**src/rtl/arb4_rr_pkg.sv**
```systemverilog
// Shared definitions for the four-way round-robin arbiter.
// FSM encoding is kept as plain constants so older code can match on it directly.
package arb4_rr_pkg;

    localparam logic [0:0] ST_IDLE = 1'b0;
    localparam logic [0:0] ST_BUSY = 1'b1;

    typedef logic [1:0] idx_t;

endpackage

```
**src/rtl/rr_pick4.sv**
```systemverilog
// Combinational round-robin picker: first asserted request starting at ptr, wrapping mod 4.
module rr_pick4
    import arb4_rr_pkg::*;
(
    input  logic [3:0] req,
    input  idx_t       ptr,
    output idx_t       win,
    output logic       any
);

    // Walk offsets from farthest to nearest so the nearest hit overwrites the others.
    always_comb begin
        idx_t cand;
        cand = ptr;
        win  = ptr;
        any  = |req;
        for (int i = 3; i >= 0; i--) begin
            cand = ptr + 2'(i);
            if (req[cand]) begin
                win = cand;
            end
        end
    end

endmodule

```
**src/rtl/arb4_rr.sv**
```systemverilog
// Four-requester round-robin arbiter with hold timeout, one-hot and encoded grant outputs.
// Owners are always separated by at least one idle cycle.
module arb4_rr
    import arb4_rr_pkg::*;
#(
    parameter int unsigned HOLD_MAX = 15,
    parameter int unsigned CNT_W    = 8
) (
    input  logic clk,
    input  logic rst_n,
    input  logic a0,
    input  logic a1,
    input  logic a2,
    input  logic a3,
    input  logic done,
    output logic g0,
    output logic g1,
    output logic g2,
    output logic g3,
    output logic y0,
    output logic y1,
    output logic gv,
    output logic tout
);

    if ((HOLD_MAX >> CNT_W) != 0) begin : g_bad_cnt_w
        $error("CNT_W too narrow for HOLD_MAX");
    end

    logic [0:0]       state_q, state_d;
    idx_t             ptr_q, ptr_d;
    logic [CNT_W-1:0] cnt_q, cnt_d;
    logic [3:0]       grant_q, grant_d;
    idx_t             idx_q, idx_d;
    logic             tout_q, tout_d;

    logic [3:0] req;
    idx_t       win;
    logic       any_req;
    logic       own_req;
    logic       hold_hit;
    logic       release_now;

    assign req = {a3, a2, a1, a0};

    rr_pick4 u_pick (
        .req (req),
        .ptr (ptr_q),
        .win (win),
        .any (any_req)
    );

    assign own_req     = req[idx_q];
    assign hold_hit    = (HOLD_MAX != 0) && (cnt_q == CNT_W'(HOLD_MAX - 1));
    assign release_now = done | ~own_req | hold_hit;

    always_comb begin
        state_d = state_q;
        ptr_d   = ptr_q;
        cnt_d   = cnt_q;
        grant_d = grant_q;
        idx_d   = idx_q;
        tout_d  = 1'b0;
        case (state_q)
            ST_IDLE: begin
                if (any_req) begin
                    state_d = ST_BUSY;
                    grant_d = 4'b0001 << win;
                    idx_d   = win;
                    ptr_d   = win + 2'd1;
                    cnt_d   = '0;
                end
            end
            ST_BUSY: begin
                if (release_now) begin
                    state_d = ST_IDLE;
                    grant_d = '0;
                    idx_d   = '0;
                    // Only a pure timeout is flagged; done wins when both coincide.
                    tout_d  = hold_hit & ~done & own_req;
                end else begin
                    cnt_d = cnt_q + 1'b1;
                end
            end
            default: begin
                state_d = ST_IDLE;
                grant_d = '0;
                idx_d   = '0;
            end
        endcase
    end

    always_ff @(posedge clk or negedge rst_n) begin
        if (!rst_n) begin
            state_q <= ST_IDLE;
            ptr_q   <= '0;
            cnt_q   <= '0;
            grant_q <= '0;
            idx_q   <= '0;
            tout_q  <= 1'b0;
        end else begin
            state_q <= state_d;
            ptr_q   <= ptr_d;
            cnt_q   <= cnt_d;
            grant_q <= grant_d;
            idx_q   <= idx_d;
            tout_q  <= tout_d;
        end
    end

    assign g0   = grant_q[0];
    assign g1   = grant_q[1];
    assign g2   = grant_q[2];
    assign g3   = grant_q[3];
    assign y0   = idx_q[0];
    assign y1   = idx_q[1];
    assign gv   = |grant_q;
    assign tout = tout_q;

endmodule

```
**config.mk**
```make
export PLATFORM = sky130hd
export DESIGN_NAME = arb4_rr
export DESIGN_NICKNAME = d
export VERILOG_FILES = /design/src/rtl/arb4_rr_pkg.sv /design/src/rtl/rr_pick4.sv /design/src/rtl/arb4_rr.sv
export SDC_FILE = /design/constraint.sdc
export NUM_CORES = 1
export LEC_CHECK = 0
export CORE_MARGIN = 2
export CORE_UTILIZATION = 50
export DETAILED_ROUTE_END_ITERATION = 10
export PLACE_DENSITY = 0.84
export SYNTH_ARGS = -nofsm -noshare
export SYNTH_HDL_FRONTEND = slang
export SYNTH_SLANG_ARGS = --single-unit
```
**constraint.sdc**
```tcl
create_clock -name clk -period 2.2 [get_ports clk]
set_input_delay 0.44 -clock clk [delete_from_list [all_inputs] [get_ports clk]]
set_output_delay 0.44 -clock clk [all_outputs]
set_load 0.005 [all_outputs]
```
**Yosys cells after proc, flatten, opt, wreduce, memory -nomap -nowiden**

Cells that the tools add are included.

- Memory bits (read-only): 0
- Memory bits (writable): 0
- Output and inout port bits: 8
- Bits of input ports: 7
- Flip-flop bits (word level): 18
- Logic and storage cells: 61
- Memories kept: 0
- Latch bits: 0

- Bitwise operators: 7
- Magnitude comparators: 5
- Multipliers: 0
- Shift-type cells: 1
- Add/subtract/negate cells: 5
- Reductions and logical operators: 5
- Mux-type cells: 28
- Div/mod/pow operators: 0
- Eq/ne operators: 4

Operators with widths:

| kind | number |
|---|---|
| 8-bit two-way mux | 2 |
| 8-bit one-hot mux with 2 select lines | 1 |
| 2-bit by 3-bit less-than comparator with 1-bit output (second input constant) | 5 |
| 2-bit two-way mux | 6 |
| 1-bit binary-select mux with 2-bit select | 5 |
| 1-bit two-way mux | 9 |
| 8-bit by 1-bit adder with 8-bit output (second input constant) | 1 |
| 8-bit by 4-bit == test with 1-bit output (second input constant) | 1 |
| 4-bit two-way mux | 2 |
| 4-bit one-hot mux with 2 select lines | 1 |
| 4-bit OR reduction | 2 |
| 2-bit AND reduction | 3 |
| 2-bit by 1-bit adder with 2-bit output (second input constant) | 2 |
| 2-bit adder (second input constant) | 2 |
| 2-bit != test (second input constant) | 2 |
| 2-bit one-hot mux with 2 select lines | 1 |
| 1-bit by 2-bit << shifter with 4-bit output (first input constant) | 1 |
| 1-bit NOT | 3 |
| 1-bit bitwise AND | 2 |
| 2-bit by 1-bit != test with 1-bit output (second input constant) | 1 |
| 1-bit OR | 2 |
| 1-bit one-hot mux with 2 select lines | 1 |

**Depth between registers and ports, before layout**

- Depth in word-level cells: 10
- Mapped depth: 7
- Gate-level depth less buffers: 6

**By module**

A second synthesis with hierarchy kept.

- Cells, all modules: 114
- Area total of the unflattened synthesis: 1,111.1 sq um

Modules (own cells, without submodules):

| module | seq. area each (sq um) | instances | area an instance (sq um) | cells each |
|---|---|---|---|---|
| arb4_rr | 450.4 | 1 | 1,011.0 | 98 |
| rr_pick4 | 0.0 | 1 | 100.1 | 16 |

**Worst setup path before layout**

Ideal clock, no wire load.

- Path type: input to register
- Start point: in done
- End point: reg cnt_q[7]
- Library setup time: 0.078 ns
- Stages: 5
- Buffers on the path: 0
- Setup slack: 0.442 ns
- Data required time: 2.122 ns
- Arrival: 1.680 ns
- Cell sequence: or3b_1 -> o22ai_2 -> nand2_2 -> or4_1 -> a21oi_1

- Cells in the longest elaborated chain, start to end: 4

RTL lines:

| element | RTL line | text |
|---|---|---|
| start: declaration | arb4_rr.sv:15 | `input logic done,` |
| 1-bit OR (2 in a row) | arb4_rr.sv:55 | `assign release_now = done \| ~own_req \| hold_hit;` |
| 2-bit != test (no line) | - |  |
| 2-bit AND reduction (no line) | - |  |
| end signal: assignment | arb4_rr.sv:104 | `cnt_q <= cnt_d;` |
| end: declaration | arb4_rr.sv:32 | `logic [CNT_W-1:0] cnt_q, cnt_d;` |

Every way passes these cells.
A chain may end at the register's enable or synchronous reset.

**Worst setup path after layout**

- Start point: reg grant_q[1]
- End point: out gv

- Cells in the longest elaborated chain, start to end: 1

RTL lines:

| element | RTL line | text |
|---|---|---|
| start: declaration | arb4_rr.sv:33 | `logic [3:0] grant_q, grant_d;` |
| start signal: assignment | arb4_rr.sv:105 | `grant_q <= grant_d;` |
| 4-bit OR reduction | arb4_rr.sv:117 | `assign gv = \|grant_q;` |
| end: declaration | arb4_rr.sv:22 | `output logic gv,` |

Every way passes these cells.

==> flow_metrics.py <==
metrics = {
    "cts": {
        "htreeDepth": 1,
        "ctsHoldBuffers": 0,
        "post_cts.repair.setup_buffers": 0,
        "path_clk_slew_ns": 0.10,
        "cts_sinks": 18,
        "numCtsBuffers": 3,
        "cts-root-buf": "clkbuf_4",
        "clk_latency_ns": 0.29,
        "cts_resized": 0,
        "cts_max_path_buffers": 2,
        "cts_tree": "yes",
    },
    "power_and_ir_drop": {
        "p_sw_share_pct": 35.9,
        "total_power_mw": 1.26,
        "internal_power_uw": 806,
        "p_per_area_nw_per_um2": 1040,
        "clkPwrFrac_pct": 16.3,
        "max-vdd-ir-drop_mv": 0.670,
        "power_frac_seq_pct": 41.2,
        "p_comb_share_pct": 42.5,
        "p_leak_nw": 0.509,
        "switchingPower_uw": 451,
    },
    "sta": {
        "worst_slack_ns": 0.0540,
        "grt_setup_unrepaired": "no",
        "finalCriticalPeriod_ns": 2.15,
        "timing.fmax_ghz": 0.466,
        "slew_headroom_pct": 67.4,
        "final.period_utilization_pct": 97.5,
        "setup_tns_ns": 0,
        "hold_viol": 0,
        "finalSetupViolations": 0,
        "finClkSkew_ns": 0.00110,
        "finalMaxSlewViolations": 0,
        "tightest_slew_ns": 0.485,
    },
    "yosys": {
        "ys_warn_count": 0,
        "synth_area_sq_um": 962,
        "synth_edf_count": 0,
        "ys_ff_latch": 18,
        "synth.distinct_cells": 36,
        "avgSynthCellArea_sq_um": 9.53,
        "synth-async-reset-ratio_pct": 100,
        "synth_fp_nets": 110,
        "ys.flop_type": "dfrtp_1",
        "yosysSeqAreaShare_pct": 46.8,
        "syn_inst": 101,
    },
    "die": {
        "rows": 15,
        "coreArea_sq_um": 1760,
        "ios": 15,
        "die-area_sq_um": 2290,
        "die_h_um": 47.9,
        "die_x_um": 47.9,
        "initial_core_util_pct": 54.5,
    },
    "run_status": {
        "outcome": "complete, no violations",
    },
    "setup_path": {
        "r2r_cells": 5,
        "critPathRequiredTime_ns": 1.76,
        "crit_path_start_kind": "register",
        "worstSetupPathType": "reg -> out",
        "path_max_fanout": 3,
        "crit_arrival_ns": 1.71,
        "rrSetupSlack_ns": 0.43,
        "rr_endpoint": "cnt_q[7]",
        "crit-reg2reg-launch": "idx_q[0]",
        "endpoint_kind": "output port",
    },
    "global_route": {
        "grt_pass1_vias": 717,
        "grt_max_degree": 19,
        "grt_pass1_wl_um": 3110,
        "antenna_found_initial": 0,
        "grt-ovfl-total": 0,
        "grtUsageTotal_pct": 19.6,
    },
    "routing": {
        "via_count": 865,
        "final_antenna_net_count": 0,
        "via_per_inst": 5.84,
        "drt_iter0_drc": 22,
        "wl_per_cell_um": 13.7,
        "drc": 0,
        "first_pass_iters": 4,
        "drt_wl_total_um": 2030,
    },
    "final_layout": {
        "syn_to_final_growth_pct": 25.9,
        "diodes": 0,
        "drive_gt1_share_pct": 13.8,
        "final_nets": 133,
    },
    "place": {
        "portBuffers": 14,
        "hpwl_um": 1490,
        "gp_congestion": 0.829,
        "place_ws_ns": 0.0254,
    },
    "hold_path": {
        "hp-class": "in -> async",
    },
    "flow_run": {
        "maxCapViolCount": 0,
    },
}
[per-stage QoR]
| stage | hold WS, ns | utilization, % | std cells | instance area (sq um) |
|---|---|---|---|---|
| floorplan | 0.144 | - | 101 | 962 |
| global placement | 0.480 | 66.6 | 144 | 1170 |
| detailed placement | 0.482 | 66.6 | 144 | 1170 |
| CTS | 0.466 | 68.7 | 148 | 1210 |
| global route | 0.481 | 68.7 | 148 | 1210 |
| finish | 0.461 | 68.7 | 148 | 1210 |
[sequential cells by signal, summed over array words and instances (netlist names)]
name     flops
ptr_q        2
grant_q      4
cnt_q        8
state_q      1
tout         1
idx_q        2
[worst max-delay path, cell delays in order (launching register included)]
cell             delay, ns
dfrtp_1               0.42
or4_1                 0.53
clkdlybuf4s50_1       0.47
[final cells by class]
class / count / area [sq um]
Fill cell: 152 / 553
Multi-Input combinational cell: 76 / 485
Sequential cell: 18 / 450
Timing Repair Buffer: 21 / 193
Clock buffer: 4 / 36.3
Tap cell: 25 / 31.3
Inverter: 4 / 15.0
[cell usage after synthesis (all sizes together) (2+ instances only)]
cell type / instances / area, sq um
inv: 4 / 15.0
nor3: 3 / 15.0
nor2b: 4 / 25.0
or2: 4 / 25.0
or3: 2 / 12.5
dfrtp: 18 / 450
clkbuf: 3 / 11.3
a211oi: 2 / 15.0
nand2: 8 / 32.5
a22o: 3 / 26.3
mux2i: 3 / 30.0
ha: 2 / 25.0
or4: 2 / 15.0
a21oi: 4 / 20.0
o2bb2ai: 2 / 17.5
nor2: 7 / 26.3
o21ai: 6 / 30.0
nand3: 8 / 40.0
[kinds of logic (layout without fill, tap and decap cells)]
| group | Yosys count | count (layout) | synth area share [%] |
|---|---|---|---|
| buffers and inverters | 7 | 29 | 2.73 |
| adder cells (fa/ha/maj) | 2 | 2 | 2.60 |
| XOR/XNOR | 1 | 1 | 0.910 |
| AO/OA/AOI/OAI | 25 | 25 | 18.7 |
| flip-flops | 18 | 18 | 46.8 |
| multiplexers | 3 | 3 | 3.12 |
| AND/OR/NAND/NOR | 45 | 45 | 25.1 |
[layout by cell type, fill, tap and decap left out, types with 3 or more instances in the layout]
cell | Yosys | final
nor2b_1 | 4 | 4
clkdlybuf4s50_1 | 0 | 14
dfrtp_1 | 18 | 18
nor3_1 | 3 | 3
buf_4 | 0 | 7
mux2i_1 | 3 | 3
a21oi_1 | 4 | 4
nor2_1 | 7 | 7
clkbuf_4 | 0 | 3
nand3_1 | 8 | 8
or2_2 | 4 | 4
inv_1 | 4 | 4
o21ai_0 | 5 | 5
nand2_1 | 7 | 7
a22o_1 | 3 | 3
[routing by layer]
layer	up-vias	routed length, um	track usage (%)
met5	-	0	0
met4	0	33	6.49
met3	5	78	4.91
met2	19	916	30.1
met1	428	1000	27.1
li1	413	-	-
[how the worst max path moves through the flow]
stage                from  cells past startpoint        to  slack [ns]
2_1_floorplan        done                      5  cnt_q[7]        0.44
3_3_place_gp         done                      6  cnt_q[7]        0.05
3_5_place_dp         done                      6  cnt_q[7]        0.03
4_1_cts        grant_q[1]                      2        gv        0.05
5_1_grt        grant_q[1]                      2        gv       0.002
6_report       grant_q[1]                      2        gv        0.05
[power groups by stage]
stage | Sequential [mW] | Clock (mW) | Combinational, mW
3_5_place_dp | 0.523 | 0 | 0.532
4_1_cts | 0.517 | 0.209 | 0.537
6_report | 0.518 | 0.205 | 0.535
2_1_floorplan | 0.490 | 0 | 0.305
5_1_grt | 0.528 | 0.224 | 0.593
3_3_place_gp | 0.514 | 0 | 0.517
Note: power is estimated with default switching activity, not from simulation.
